==> config.mk <==
export PLATFORM = sky130hd
export DESIGN_NAME = config_loader
export DESIGN_NICKNAME = d
export VERILOG_FILES = /design/src/rtl/config_loader.sv
export SDC_FILE = /design/constraint.sdc
export NUM_CORES = 1
export LEC_CHECK = 0
export ABC_AREA = 1
export CORE_ASPECT_RATIO = 2
export CORE_UTILIZATION = 30
export DETAILED_ROUTE_END_ITERATION = 6
export DONT_BUFFER_PORTS = 1
export PLACE_DENSITY = 0.41
export SYNTH_ARGS = -nofsm -noshare
export SYNTH_HDL_FRONTEND = slang
export SYNTH_SLANG_ARGS = --single-unit
export TNS_END_PERCENT = 50
==> constraint.sdc <==
create_clock -name clk -period 2.7 [get_ports clk]
set_clock_uncertainty 0.1 [all_clocks]
set_input_delay 0.27 -clock clk [delete_from_list [all_inputs] [get_ports clk]]
set_output_delay 0.27 -clock clk [all_outputs]
set_load 0.01 [all_outputs]
==> src/rtl/config_loader.sv <==
// config_loader: serializes host configuration words MSB-first onto a serial
// configuration chain, counting exactly CHAIN_LEN bits and then pulsing done.
//
// Ports:
//   clk, nrst        clock, asynchronous active-low reset
//   start            begin a load (sampled only in IDLE)
//   abort            cancel any load in progress (priority over all but reset)
//   word_in          host configuration word, bit WORD_W-1 shifted first
//   word_valid       word_in is valid
//   word_ready       word accepted this cycle when word_valid is also high
//   config_en        registered chain shift enable
//   config_data_out  registered serial bit to the chain head
//   busy             high while loading or shifting
//   done             one-cycle completion pulse
module config_loader #(
  parameter int unsigned CHAIN_LEN = 48,
  parameter int unsigned WORD_W    = 8
) (
  input  logic              clk,
  input  logic              nrst,
  input  logic              start,
  input  logic              abort,
  input  logic [WORD_W-1:0] word_in,
  input  logic              word_valid,
  output logic              word_ready,
  output logic              config_en,
  output logic              config_data_out,
  output logic              busy,
  output logic              done
);

  localparam int unsigned BitW = $clog2(CHAIN_LEN + 1);
  localparam int unsigned ShW  = $clog2(WORD_W + 1);

  typedef enum logic [1:0] {StIdle, StLoad, StShift, StDone} state_e;

  state_e            state_q, state_d;
  logic [BitW-1:0]   bit_cnt_q, bit_cnt_d;
  logic [ShW-1:0]    sh_cnt_q, sh_cnt_d;
  logic [WORD_W-1:0] shreg_q, shreg_d;
  logic              en_q, en_d;
  logic              dout_q, dout_d;

  logic [31:0]       remaining;
  logic [ShW-1:0]    sh_load;
  logic [WORD_W-1:0] shifted;
  logic              last_bit;
  logic              chain_end;

  // Bits left in the chain decide how much of the next word is used; a short
  // final word only contributes its top bits.
  assign remaining = CHAIN_LEN - 32'(bit_cnt_q);
  assign sh_load   = (remaining > 32'(WORD_W)) ? ShW'(WORD_W) : ShW'(remaining);
  assign shifted   = shreg_q << 1;
  assign last_bit  = (sh_cnt_q == ShW'(1));
  assign chain_end = ((32'(bit_cnt_q) + 32'd1) == CHAIN_LEN);

  always_comb begin
    state_d   = state_q;
    bit_cnt_d = bit_cnt_q;
    sh_cnt_d  = sh_cnt_q;
    shreg_d   = shreg_q;
    en_d      = 1'b0;
    dout_d    = 1'b0;

    unique case (state_q)
      StIdle: begin
        if (start) begin
          state_d   = StLoad;
          bit_cnt_d = '0;
        end
      end
      StLoad: begin
        if (word_valid) begin
          shreg_d  = word_in;
          sh_cnt_d = sh_load;
          // Outputs are registered, so the first bit is presented as we enter SHIFT.
          en_d     = 1'b1;
          dout_d   = word_in[WORD_W-1];
          state_d  = StShift;
        end
      end
      StShift: begin
        shreg_d   = shifted;
        sh_cnt_d  = sh_cnt_q - ShW'(1);
        bit_cnt_d = bit_cnt_q + BitW'(1);
        if (last_bit) begin
          state_d = chain_end ? StDone : StLoad;
        end else begin
          en_d   = 1'b1;
          dout_d = shifted[WORD_W-1];
        end
      end
      StDone: begin
        state_d = StIdle;
      end
      default: begin
        state_d = StIdle;
      end
    endcase

    // Abort drops any pending word and leaves the chain as already shifted.
    if (abort) begin
      state_d   = StIdle;
      bit_cnt_d = bit_cnt_q;
      sh_cnt_d  = sh_cnt_q;
      shreg_d   = shreg_q;
      en_d      = 1'b0;
      dout_d    = 1'b0;
    end
  end

  always_ff @(posedge clk or negedge nrst) begin
    if (!nrst) begin
      state_q   <= StIdle;
      bit_cnt_q <= '0;
      sh_cnt_q  <= '0;
      shreg_q   <= '0;
      en_q      <= 1'b0;
      dout_q    <= 1'b0;
    end else begin
      state_q   <= state_d;
      bit_cnt_q <= bit_cnt_d;
      sh_cnt_q  <= sh_cnt_d;
      shreg_q   <= shreg_d;
      en_q      <= en_d;
      dout_q    <= dout_d;
    end
  end

  assign word_ready      = (state_q == StLoad) & ~abort;
  assign busy            = (state_q == StLoad) | (state_q == StShift);
  assign done            = (state_q == StDone);
  assign config_en       = en_q;
  assign config_data_out = dout_q;

endmodule

==> results.sh <==
export IMPL_power_density_mw_per_mm2=873.4
export IMPL_grt_pass1_wl_um=5644
export IMPL_p_int_mw=0.7233
export IMPL_path_cells="inv_1 > ha_1 > buf_4 > nand2_1 > a21oi_4 > inv_2 > a21oi_1 > a21oi_1"
export IMPL_outcome="finished clean"
export IMPL_slowest_stage="dfrtp_1"
export IMPL_root_buffer="clkbuf_8"
export IMPL_endpoint_kind="register"
export IMPL_start_util_pct=31.38
export IMPL_io_buffers=0
export IMPL_synth_common_cells="39 x nand2_1, 21 x dfrtp_1, 18 x nor2_1"
export IMPL_gp_congestion=0.8288
export IMPL_async_flop_share_pct=100.0
export IMPL_synthTopCellsByArea="dfrtp_1 38%, nand2_1 11%, ha_1 9.1%"
export IMPL_max_stage_delay_ns=0.42
export IMPL_totalWireLength_um=3224
export IMPL_ys_seq_area_share_pct=38.22
export IMPL_ant_nets=0
export IMPL_finalHoldViolCount=0
export IMPL_overflow=0
export IMPL_maxSlewHeadroom_pct=33.08
export IMPL_switching_share_pct=43.67
export IMPL_grt_setup_unrepaired="no"
export IMPL_netlist_instances=178
export IMPL_p_sw_mw=0.5608
export IMPL_diodes=0
export IMPL_placementRows=34
export IMPL_clockBufferDepth=2
export IMPL_tns_ns=0
export IMPL_insertion_delay_ns=0.26
export IMPL_min_period_over_period_pct=73.69
export IMPL_htree_levels=1
export IMPL_fin_area_mm2=0.001470
export IMPL_numCtsBuffers=3
export IMPL_combPwrFrac_pct=43.7
export IMPL_tightest_slew_ns=1.000
export IMPL_syn_nets=201
export IMPL_ys_ff_latch=21
export IMPL_p_clk_share_pct=16.4
export IMPL_wl_per_cell_um=13.78
export IMPL_seqPwrFrac_pct=39.9
export IMPL_vias=1198
export IMPL_dp_hpwl_um=2515
export IMPL_drc=0
export IMPL_critPathLaunchType="register"
export IMPL_coreArea_mm2=0.004382
export IMPL_nets=204
export IMPL_synth_edf_count=0
export IMPL_final_util_pct=33.55
export IMPL_antenna_found_initial=0
export IMPL_crit_path_max_fanout=20
export IMPL_io_pins=18
export IMPL_p_leak_nw=0.6802
export IMPL_syn_area_mm2=0.001375
export IMPL_power_mw=1.284
export IMPL_drt_initial_drc_count=16
export IMPL_worst_slack_ns=0.7103
export IMPL_hp_class="input port to register"
export IMPL_synth_top_cell_area_share_pct=38.22
export IMPL_dp_slack_ns=0.6799
export IMPL_critPathArrivalTime_ns=2.04
export IMPL_cts_resized=0
export IMPL_dieArea_mm2=0.004875
export IMPL_cts_tree="yes"
export IMPL_cap_violations=0
export IMPL_required_ns=2.75
export IMPL_dr_pass1_iters=4
export IMPL_cts_sinks=21
export IMPL_grt_usage_pct=15.06
export IMPL_timing_fmax_mhz=502.6
export IMPL_via_per_inst=5.120
export IMPL_grt_start_max_net_pins=22
export IMPL_ys_warnings_count=0
export IMPL_placed_cell_area_mm2=0.001415
export IMPL_slew_viol_final=0
export IMPL_fp_dieW_um=49.87
export IMPL_die_y_um=97.75
export IMPL_finalSetupViolations=0
export IMPL_fin_crit_ns=1.990
export IMPL_yosysMostFrequentCell="nand2_1"
export IMPL_yosys_area_top_type="dfrtp_1"
export IMPL_first_global_vias=1225
export IMPL_peakVddDrop_v=0.0004179
export IMPL_yosys_most_used_dff="dfrtp_1"
export IMPL_crit_top_cell="a21oi_1"
export IMPL_syn_mean_instance_area_um2=7.725
export IMPL_crit_type="register to register"
export IMPL_drive_above_1_share_pct=12.78
export IMPL_clk_pin_slew_ns=0.08
export IMPL_syn_to_final_growth_pct=6.915
export IMPL_yosysUniqueCellTypes=28
[layout make-up]
class / instances / area [um^2]
Tap cell: 54 / 67.56
Multi-Input combinational cell: 132 / 735.7
Sequential cell: 21 / 525.5
Clock buffer: 4 / 45.04
Fill cell: 476 / 2912
Timing Repair Buffer: 2 / 17.52
Inverter: 21 / 78.83
[power groups by stage]
stage / clock, mW / combinational (mW) / sequential [mW]
floorplan: 0 / 0.455 / 0.488
global placement: 0 / 0.548 / 0.520
detailed placement: 0 / 0.559 / 0.518
CTS: 0.220 / 0.568 / 0.511
global route: 0.232 / 0.652 / 0.531
finish: 0.210 / 0.561 / 0.513
[metrics by stage]
step	hold WS, ns	std cells
finish	0.04456	234
global route	0.04913	234
CTS	0.04167	234
detailed placement	-0.1249	229
global placement	-0.1249	229
floorplan	-0.1256	178
[critical path, delay by kind of cell, from the launching register on]
| family | cells | cell delay [ns] |
|---|---|---|
| AO/OA/AOI/OAI | 3 | 0.60 |
| adder cells (fa/ha/maj) | 1 | 0.16 |
| AND/OR/NAND/NOR | 1 | 0.13 |
| flip-flops | 1 | 0.42 |
| buffers and inverters | 3 | 0.48 |
[registers in the layout (all words and copies together), names as in the netlist]
register / flops
shreg_q: 7
bit_cnt_q: 6
sh_cnt_q: 4
state_q: 2
config_data_out: 1
config_en: 1
[placed cells by master, fill, tap and decap left out]
cell and instances:
clkbuf_1 1, or2_2 1, ha_1 10, and2_1 1, mux2_4 1, a21oi_1 12, nand4_1 6, nand2_1 39
nor2_2 1, nor2_1 18, clkbuf_8 3, dfrtp_1 21, o21ai_1 4, dlygate4sd3_1 1, nand3_1 14, nand3_2 2
inv_1 14, a21oi_4 1, buf_4 1, inv_2 7, nor3_1 1, nand2_2 5, a31oi_1 5, nor2_4 1
o211ai_1 1, o22ai_1 3, or2_1 1, a22oi_1 1, o21ai_0 4
[path summary, 6_finish.rpt]
path,from,to,slack [ns],cells past startpoint
max in group asynchronous,nrst,sh_cnt_q[3],1.37,1
setup reg to reg,state_q[0],sh_cnt_q[0],0.71,8
hold / removal,word_in[0],shreg_q[0],0.04,2
setup / recovery,state_q[0],sh_cnt_q[0],0.71,8
hold reg to reg,shreg_q[0],shreg_q[0],0.39,2
min in group asynchronous,nrst,state_q[1],0.52,1
[kinds of logic after synthesis]
group	after synthesis	synth area share (%)
AND/OR/NAND/NOR	90	30.12
buffers and inverters	25	8.280
flip-flops	21	38.22
AO/OA/AOI/OAI	31	13.19
adder cells (fa/ha/maj)	10	9.099
multiplexers	1	1.092
[layer usage]
layer / global-route usage (%) / wire (um) / up-vias
met5: 0 / 0 / -
met4: 9.890 / 144 / 0
met3: 1.713 / 78 / 10
met2: 27.55 / 1796 / 22
met1: 15.33 / 1204 / 576
li1: - / - / 590
[timing repair]
item / CTS / global route
buffers inserted: 0 / 0
endpoints found under the hold margin: 21 / 0
hold buffers: 1 / 0
No activity file was read; power rests on OpenSTA's default activity.
